**src/rtl/bounce_gen_if.sv**
```systemverilog
// Command/status bundle for bounce_gen: start/level request in, emulated raw signal and status out.
interface bounce_gen_if;
    logic       start;
    logic       level;
    logic       bounce_out;
    logic       busy;
    logic       done;
    logic [4:0] glitch_cnt;

    modport master (output start, level, input bounce_out, busy, done, glitch_cnt);
    modport slave  (input start, level, output bounce_out, busy, done, glitch_cnt);
endinterface

```
**src/rtl/bounce_gen.sv**
```systemverilog
// Pushbutton bounce emulator: drives a bouncing transition then holds the settled level.
// Define BOUNCE_GEN_LFSR_EN for pseudo-random glitch count/widths; otherwise fixed pattern.
//
// state  | meaning
// IDLE   | holding last settled level, waiting for start
// ON     | output driven to target for one phase
// OFF    | output driven back to old level for one phase
// SETTLE | target held for SETTLE_CYCLES
// DONE   | one-cycle completion, done pulse follows
module bounce_gen #(
    parameter int          MAX_GLITCHES  = 8,
    parameter int          MIN_W         = 3,
    parameter int          W_SPAN        = 16,
    parameter int          SETTLE_CYCLES = 50000,
    parameter logic        RESET_LEVEL   = 1'b0,
    parameter logic [15:0] LFSR_SEED     = 16'hACE1
) (
    input logic         clk,
    input logic         rst_n,
    bounce_gen_if.slave b_if
);
    localparam int PH_MAX  = MIN_W + W_SPAN - 1;
    localparam int CNT_MAX = (PH_MAX > SETTLE_CYCLES) ? PH_MAX : SETTLE_CYCLES;
    localparam int CW      = $clog2(CNT_MAX + 1);

    typedef enum logic [2:0] {S_IDLE, S_ON, S_OFF, S_SETTLE, S_DONE} state_t;

    state_t        r_state, w_state_nxt;
    logic          r_target, r_old;
    logic [4:0]    r_n, r_gcnt;
    logic [CW-1:0] r_wcnt;
    logic          r_bounce, r_busy, r_done;

    logic [CW-1:0] w_phase_load;
    logic [4:0]    w_n_draw;
    logic          w_tc, w_accept, w_load_phase, w_load_settle, w_glitch_inc;
    logic          w_bounce_nxt, w_busy_nxt, w_done_nxt;

    if (LFSR_SEED == 16'h0000) begin : g_bad_seed
        $error("bounce_gen: LFSR_SEED must be non-zero");
    end

`ifdef BOUNCE_GEN_LFSR_EN
    localparam logic [7:0] W_MASK = 8'(W_SPAN - 1);
    localparam logic [3:0] N_MASK = 4'(MAX_GLITCHES - 1);

    logic [15:0] r_lfsr;

    // Galois form of x^16+x^14+x^13+x^11+1, free-running in every state
    always_ff @(posedge clk or negedge rst_n) begin
        if (!rst_n) r_lfsr <= LFSR_SEED;
        else        r_lfsr <= {1'b0, r_lfsr[15:1]} ^ (r_lfsr[0] ? 16'hB400 : 16'h0000);
    end

    assign w_phase_load = CW'(MIN_W - 1) + CW'(r_lfsr[7:0] & W_MASK);
    assign w_n_draw     = 5'd1 + {1'b0, r_lfsr[3:0] & N_MASK};
`else
    assign w_phase_load = CW'(MIN_W - 1);
    assign w_n_draw     = 5'(MAX_GLITCHES);
`endif

    assign w_tc = (r_wcnt == '0);

    always_comb begin
        w_state_nxt   = r_state;
        w_accept      = 1'b0;
        w_load_phase  = 1'b0;
        w_load_settle = 1'b0;
        w_glitch_inc  = 1'b0;
        case (r_state)
            S_IDLE: begin
                // r_done high means DONE just finished; a start in that cycle is dropped
                if (b_if.start && !r_done) begin
                    w_accept = 1'b1;
                    if (b_if.level != r_bounce) begin
                        w_state_nxt  = S_ON;
                        w_load_phase = 1'b1;
                    end else begin
                        w_state_nxt = S_DONE;
                    end
                end
            end
            S_ON: begin
                if (w_tc) begin
                    w_state_nxt  = S_OFF;
                    w_load_phase = 1'b1;
                    w_glitch_inc = 1'b1;
                end
            end
            S_OFF: begin
                if (w_tc) begin
                    if (r_gcnt == r_n) begin
                        w_state_nxt   = S_SETTLE;
                        w_load_settle = 1'b1;
                    end else begin
                        w_state_nxt  = S_ON;
                        w_load_phase = 1'b1;
                    end
                end
            end
            S_SETTLE: if (w_tc) w_state_nxt = S_DONE;
            S_DONE:   w_state_nxt = S_IDLE;
            default:  w_state_nxt = S_IDLE;
        endcase
    end

    // Outputs are registered from the current state, so they lag the state by one edge
    always_comb begin
        w_bounce_nxt = r_bounce;
        case (r_state)
            S_ON, S_SETTLE, S_DONE: w_bounce_nxt = r_target;
            S_OFF:                  w_bounce_nxt = r_old;
            default:                w_bounce_nxt = r_bounce;
        endcase
        w_busy_nxt = (r_state == S_ON) || (r_state == S_OFF) || (r_state == S_SETTLE);
        w_done_nxt = (r_state == S_DONE);
    end

    always_ff @(posedge clk or negedge rst_n) begin
        if (!rst_n) begin
            r_state  <= S_IDLE;
            r_target <= RESET_LEVEL;
            r_old    <= RESET_LEVEL;
            r_n      <= '0;
            r_gcnt   <= '0;
            r_wcnt   <= '0;
            r_bounce <= RESET_LEVEL;
            r_busy   <= 1'b0;
            r_done   <= 1'b0;
        end else begin
            r_state  <= w_state_nxt;
            r_bounce <= w_bounce_nxt;
            r_busy   <= w_busy_nxt;
            r_done   <= w_done_nxt;

            if (w_accept) begin
                r_target <= b_if.level;
                r_old    <= r_bounce;
                r_gcnt   <= '0;
                r_n      <= (b_if.level != r_bounce) ? w_n_draw : 5'd0;
            end else if (w_glitch_inc) begin
                r_gcnt <= r_gcnt + 5'd1;
            end

            if (w_load_phase)       r_wcnt <= w_phase_load;
            else if (w_load_settle) r_wcnt <= CW'(SETTLE_CYCLES - 1);
            else if (!w_tc)         r_wcnt <= r_wcnt - 1'b1;
        end
    end

    assign b_if.bounce_out = r_bounce;
    assign b_if.busy       = r_busy;
    assign b_if.done       = r_done;
    assign b_if.glitch_cnt = r_gcnt;
endmodule

```
**src/flat_wrapper.sv**
```systemverilog
// flat-port wrapper written by rule: the top's interface ports become plain ports
module bounce_gen_flat 
#(
    parameter int          MAX_GLITCHES  = 8,
    parameter int          MIN_W         = 3,
    parameter int          W_SPAN        = 16,
    parameter int          SETTLE_CYCLES = 50000,
    parameter logic        RESET_LEVEL   = 1'b0,
    parameter logic [15:0] LFSR_SEED     = 16'hACE1
)
  (clk, rst_n, b_if_start, b_if_level, b_if_bounce_out, b_if_busy, b_if_done, b_if_glitch_cnt);
  bounce_gen_if b_if_i ();
  input logic clk;
  input logic rst_n;
  input wire logic [$bits(b_if_i.start)-1:0] b_if_start;
  input wire logic [$bits(b_if_i.level)-1:0] b_if_level;
  output wire logic [$bits(b_if_i.bounce_out)-1:0] b_if_bounce_out;
  output wire logic [$bits(b_if_i.busy)-1:0] b_if_busy;
  output wire logic [$bits(b_if_i.done)-1:0] b_if_done;
  output wire logic [$bits(b_if_i.glitch_cnt)-1:0] b_if_glitch_cnt;
  assign b_if_i.start = b_if_start;
  assign b_if_i.level = b_if_level;
  assign b_if_bounce_out = b_if_i.bounce_out;
  assign b_if_busy = b_if_i.busy;
  assign b_if_done = b_if_i.done;
  assign b_if_glitch_cnt = b_if_i.glitch_cnt;
  bounce_gen #(.MAX_GLITCHES(MAX_GLITCHES), .MIN_W(MIN_W), .W_SPAN(W_SPAN), .SETTLE_CYCLES(SETTLE_CYCLES), .RESET_LEVEL(RESET_LEVEL), .LFSR_SEED(LFSR_SEED)) u_core (.clk(clk), .rst_n(rst_n), .b_if(b_if_i));
endmodule
```
**config.mk**
```make
export PLATFORM = sky130hd
export DESIGN_NAME = bounce_gen_flat
export DESIGN_NICKNAME = d
export VERILOG_FILES = /design/src/rtl/bounce_gen_if.sv /design/src/rtl/bounce_gen.sv /design/src/flat_wrapper.sv
export SDC_FILE = /design/constraint.sdc
export NUM_CORES = 1
export LEC_CHECK = 0
export ABC_AREA = 1
export CELL_PAD_IN_SITES_DETAIL_PLACEMENT = 0
export CELL_PAD_IN_SITES_GLOBAL_PLACEMENT = 1
export CORE_MARGIN = 1.5
export CORE_UTILIZATION = 39
export CTS_CLUSTER_DIAMETER = 150
export DETAILED_ROUTE_END_ITERATION = 6
export GPL_ROUTABILITY_DRIVEN = 0
export HOLD_SLACK_MARGIN = 0.06
export PLACE_DENSITY = 0.72
export SETUP_SLACK_MARGIN = 0.1
export SYNTH_ARGS = -nofsm -noshare
export SYNTH_HDL_FRONTEND = slang
export SYNTH_SLANG_ARGS = --single-unit
export TNS_END_PERCENT = 30
```
**constraint.sdc**
```tcl
create_clock -name clk -period 1.65 [get_ports clk]
set_clock_uncertainty 0.2 [all_clocks]
set_input_delay 0.33 -clock clk [delete_from_list [all_inputs] [get_ports clk]]
set_output_delay 0.33 -clock clk [all_outputs]
set_load 0.02 [all_outputs]
```
==> run summary <==
============================================================================
Starting utilization of the core area                                  40.8%
Maximum Capacitance Violations                                             0
Antenna violations before repair                                           0
Power per cell area                                             1820 nW/um^2
Count of cell types in the netlist                                        24
Syn Nets                                                                 275
Startpoint of the worst setup timing path                       u_core.r_wcnt[0]
Achievable clock frequency                                           590 MHz
Clk root buf                                                        clkbuf_8
Slew Limit Fails                                                           0
Die width                                                            73.7 um
Worst reg-to-reg path cell count                                          11
Number of hold violations in the final report                              0
Non-filler cells in the finished layout                                  391
Slew headroom                                                          78.9%
Peak supply drop                                                      859 uV
Fin worst setup slack                                               -43.7 ps
H-tree levels                                                              2
Transition time at the pin with the least slew margin                 316 ps
Via count of the first global-routing pass                              1756
Half-perimeter wire length after placement                           3.52 mm
Worst-Skew Late Latency                                               290 ps
Total iterations of the first detailed-routing run                         4
Sequential fraction of the synthesis area                              38.5%
Arrival time worst endpoint                                          1710 ps
Leak pwr                                                          0.00140 uW
Number of nets at the end of the flow                                    331
Syn. warnings                                                              0
Reg-to-reg endpoint                                             u_core.r_wcnt[10]
CTS Buffer Depth                                                           2
Final setup violation count                                               10
Highest net fanout along the worst path                                    3
Proportion of layout cells with a drive suffix above 1                 35.2%
Number of sinks on the clock net                                          30
Unrepaired setup endpoints after global routing                         true
Failing checks                                                  negative setup slack
Class of the most critical setup path                           flip-flop to flip-flop
Vias per Instance                                                       4.50
Clk slew on worst S/H paths                                            70 ps
Result of the run                                               finished, violations left
Final Routed Wirelength                                              4.73 mm
CTS buffer count                                                           5
Hold buffer count at cts                                                   0
Startpoint Class                                                   flip-flop
Critical path capture point type                                   flip-flop
Die height                                                           73.7 um
Min-delay worst type                                            input port to async pin
Min Clock Period, post-route                                         1690 ps
Worst R2R Setup Slack                                                 -40 ps
Crit path to                                                    u_core.r_wcnt[10]
Core footprint                                                    4790 sq um
Worst setup timing slack at the placement stage                      -261 ps
Overall fraction of global-route tracks in use                         19.5%
First-iteration detailed-routing DRC count                                54
Total gr overflow                                                          0
Standard-cell row count                                                   25
Flop and latch count out of synthesis                                     30
Number of cells produced by synthesis                                    267
Wire length of the first global-routing pass                         7.90 mm
Maximum number of pins on one net before global-route repair              31
Share of the clock period used by the worst path after layout           103%
Die Area                                                          5440 sq um
Top-level port count                                                      12
Synth Cell Area                                                   1950 sq um
Vias after detailed routing                                             1760
Diode insertion count for antenna repair                                   0
Per-cell routed wire length                                          12.1 um
Area added between synthesis and finish                                38.6%
Count of antenna-violating nets left after detailed routing                0
CTS tree                                                                 yes
Quantity of I/O buffers inserted on ports                                 11
Endpoint required time on the critical path                          1670 ps
DP Cell Count                                                            381
Critical register-to-register path startpoint                   u_core.r_wcnt[0]
Number of remaining DRC errors                                             0
Synthesized area per cell                                         7.31 sq um
============================================================================
==> where the power goes <==
part / internal, uW / switching (uW)
clock network: 444 / 302
logic: 1240 / 1680
registers: 1000 / 244
total: 2690 / 2230
==> state kept, by name, summed over array words and instances, names as in the netlist <==
register,flops
u_core.r_target,1
u_core.r_n,1
u_core.b_if.glitch_cnt,5
u_core.r_state,3
u_core.b_if.done,1
u_core.b_if.busy,1
u_core.r_wcnt,16
u_core.b_if.bounce_out,1
u_core.r_old,1
==> cells in the mapped netlist <==
master | n | area (sq um)
a21oi_1 | 1 | 5.00
a21oi_4 | 1 | 16.3
clkinv_1 | 2 | 7.51
dfrtp_1 | 30 | 751
ha_1 | 4 | 50.1
inv_1 | 36 | 135
inv_2 | 3 | 11.3
inv_4 | 1 | 6.26
nand2_1 | 71 | 267
nand2_2 | 3 | 18.8
nand2_4 | 5 | 56.3
nand3_1 | 20 | 100
nand3_2 | 2 | 20.0
nand3_4 | 1 | 17.5
nor2_1 | 40 | 150
nor2_2 | 9 | 56.3
nor2_4 | 4 | 45.0
nor2_8 | 1 | 20.0
nor3_1 | 4 | 20.0
nor3_2 | 2 | 20.0
o21a_1 | 1 | 7.51
o21ai_0 | 12 | 60.1
o21ai_1 | 3 | 15.0
xor2_1 | 11 | 96.3
==> cell type report <==
class                      count  area, sq um
multi-input combinational    195         1190
sequential                    30          752
fill                         463         2080
clock buffer                   5         68.8
timing repair buffer          49          405
clock inverter                 3         40.0
inverter                      42          161
tap                           67         83.8
==> critical path, cell delays in order, from the launching register on <==
cell	delay, ps
dfrtp_1	390
inv_2	100
ha_4	140
inv_2	40
nor2_4	90
nand2_1	90
nor2_4	140
nand2_2	90
buf_4	130
nand3_1	70
nand2_1	50
nor2_1	90
==> logic make-up (layout without fill, tap and decap cells) <==
kind of cell    Yosys count  in the layout  share of synthesized area [%]
buf+inv                  42             99                           8.21
flops                    30             30                           38.5
compound gates           18             18                           5.32
simple gates            162            162                           40.5
xor+xnor                 11             11                           4.94
fa+ha+maj                 4              4                           2.56
==> metal layers <==
metal,up-vias,routed length (um),global-route usage [%],part of all wire (%)
li1,924,-,-,-
met1,792,2060,23.3,44
met2,31,2430,34.2,51
met3,13,117,3.43,2.5
met4,0,116,8.23,2.5
met5,-,0,0,0
==> through the flow <==
stage	hold WS [ps]	instance area [sq um]	power [uW]	util, %	setup TNS [ps]
2_1_floorplan	-166	1970	2890	-	-269
3_3_place_gp	286	2440	3820	51.1	-4840
3_5_place_dp	290	2440	3840	51.1	-5220
4_1_cts	209	2640	4780	55.1	-290
5_1_grt	214	2710	5330	56.5	-2390
6_report	202	2710	4920	56.5	-171
==> worst min-delay path by stage <==
stage,start,endpoint,cells after the start
floorplan,rst_n,u_core.b_if.bounce_out,0
global placement,u_core.r_target,u_core.r_target,2
detailed placement,u_core.r_target,u_core.r_target,2
CTS,rst_n,u_core.r_wcnt[13],2
global route,rst_n,u_core.r_wcnt[13],2
finish,rst_n,u_core.r_wcnt[5],2
==> placed cells by master, fill, tap and decap left out, types with 2 or more instances in the layout <==
cell	instances
nand2_2	9
inv_2	7
clkdlybuf4s50_1	3
nand3_1	16
xor2_1	11
nor2_2	15
o21ai_1	5
nand2_4	6
buf_2	2
dfrtp_1	29
ha_1	2
nand2_1	64
clkdlybuf4s15_1	2
nor2_4	9
clkinv_2	3
clkbuf_8	5
nor3_4	2
nand3_2	3
dlygate4sd2_1	2
nand3_4	4
nor3_1	4
inv_1	32
buf_4	35
o21ai_2	2
nor2_1	29
o21ai_0	8
buf_6	2
clkdlybuf4s15_2	2
==> what timing repair did <==
item | in CTS | in global routing
gates resized for setup | 43 | 21
setup endpoints to repair | 33 | 28
setup buffers | 2 | 0
pin swaps | 17 | 7
No activity file was read; power rests on OpenSTA's default activity.
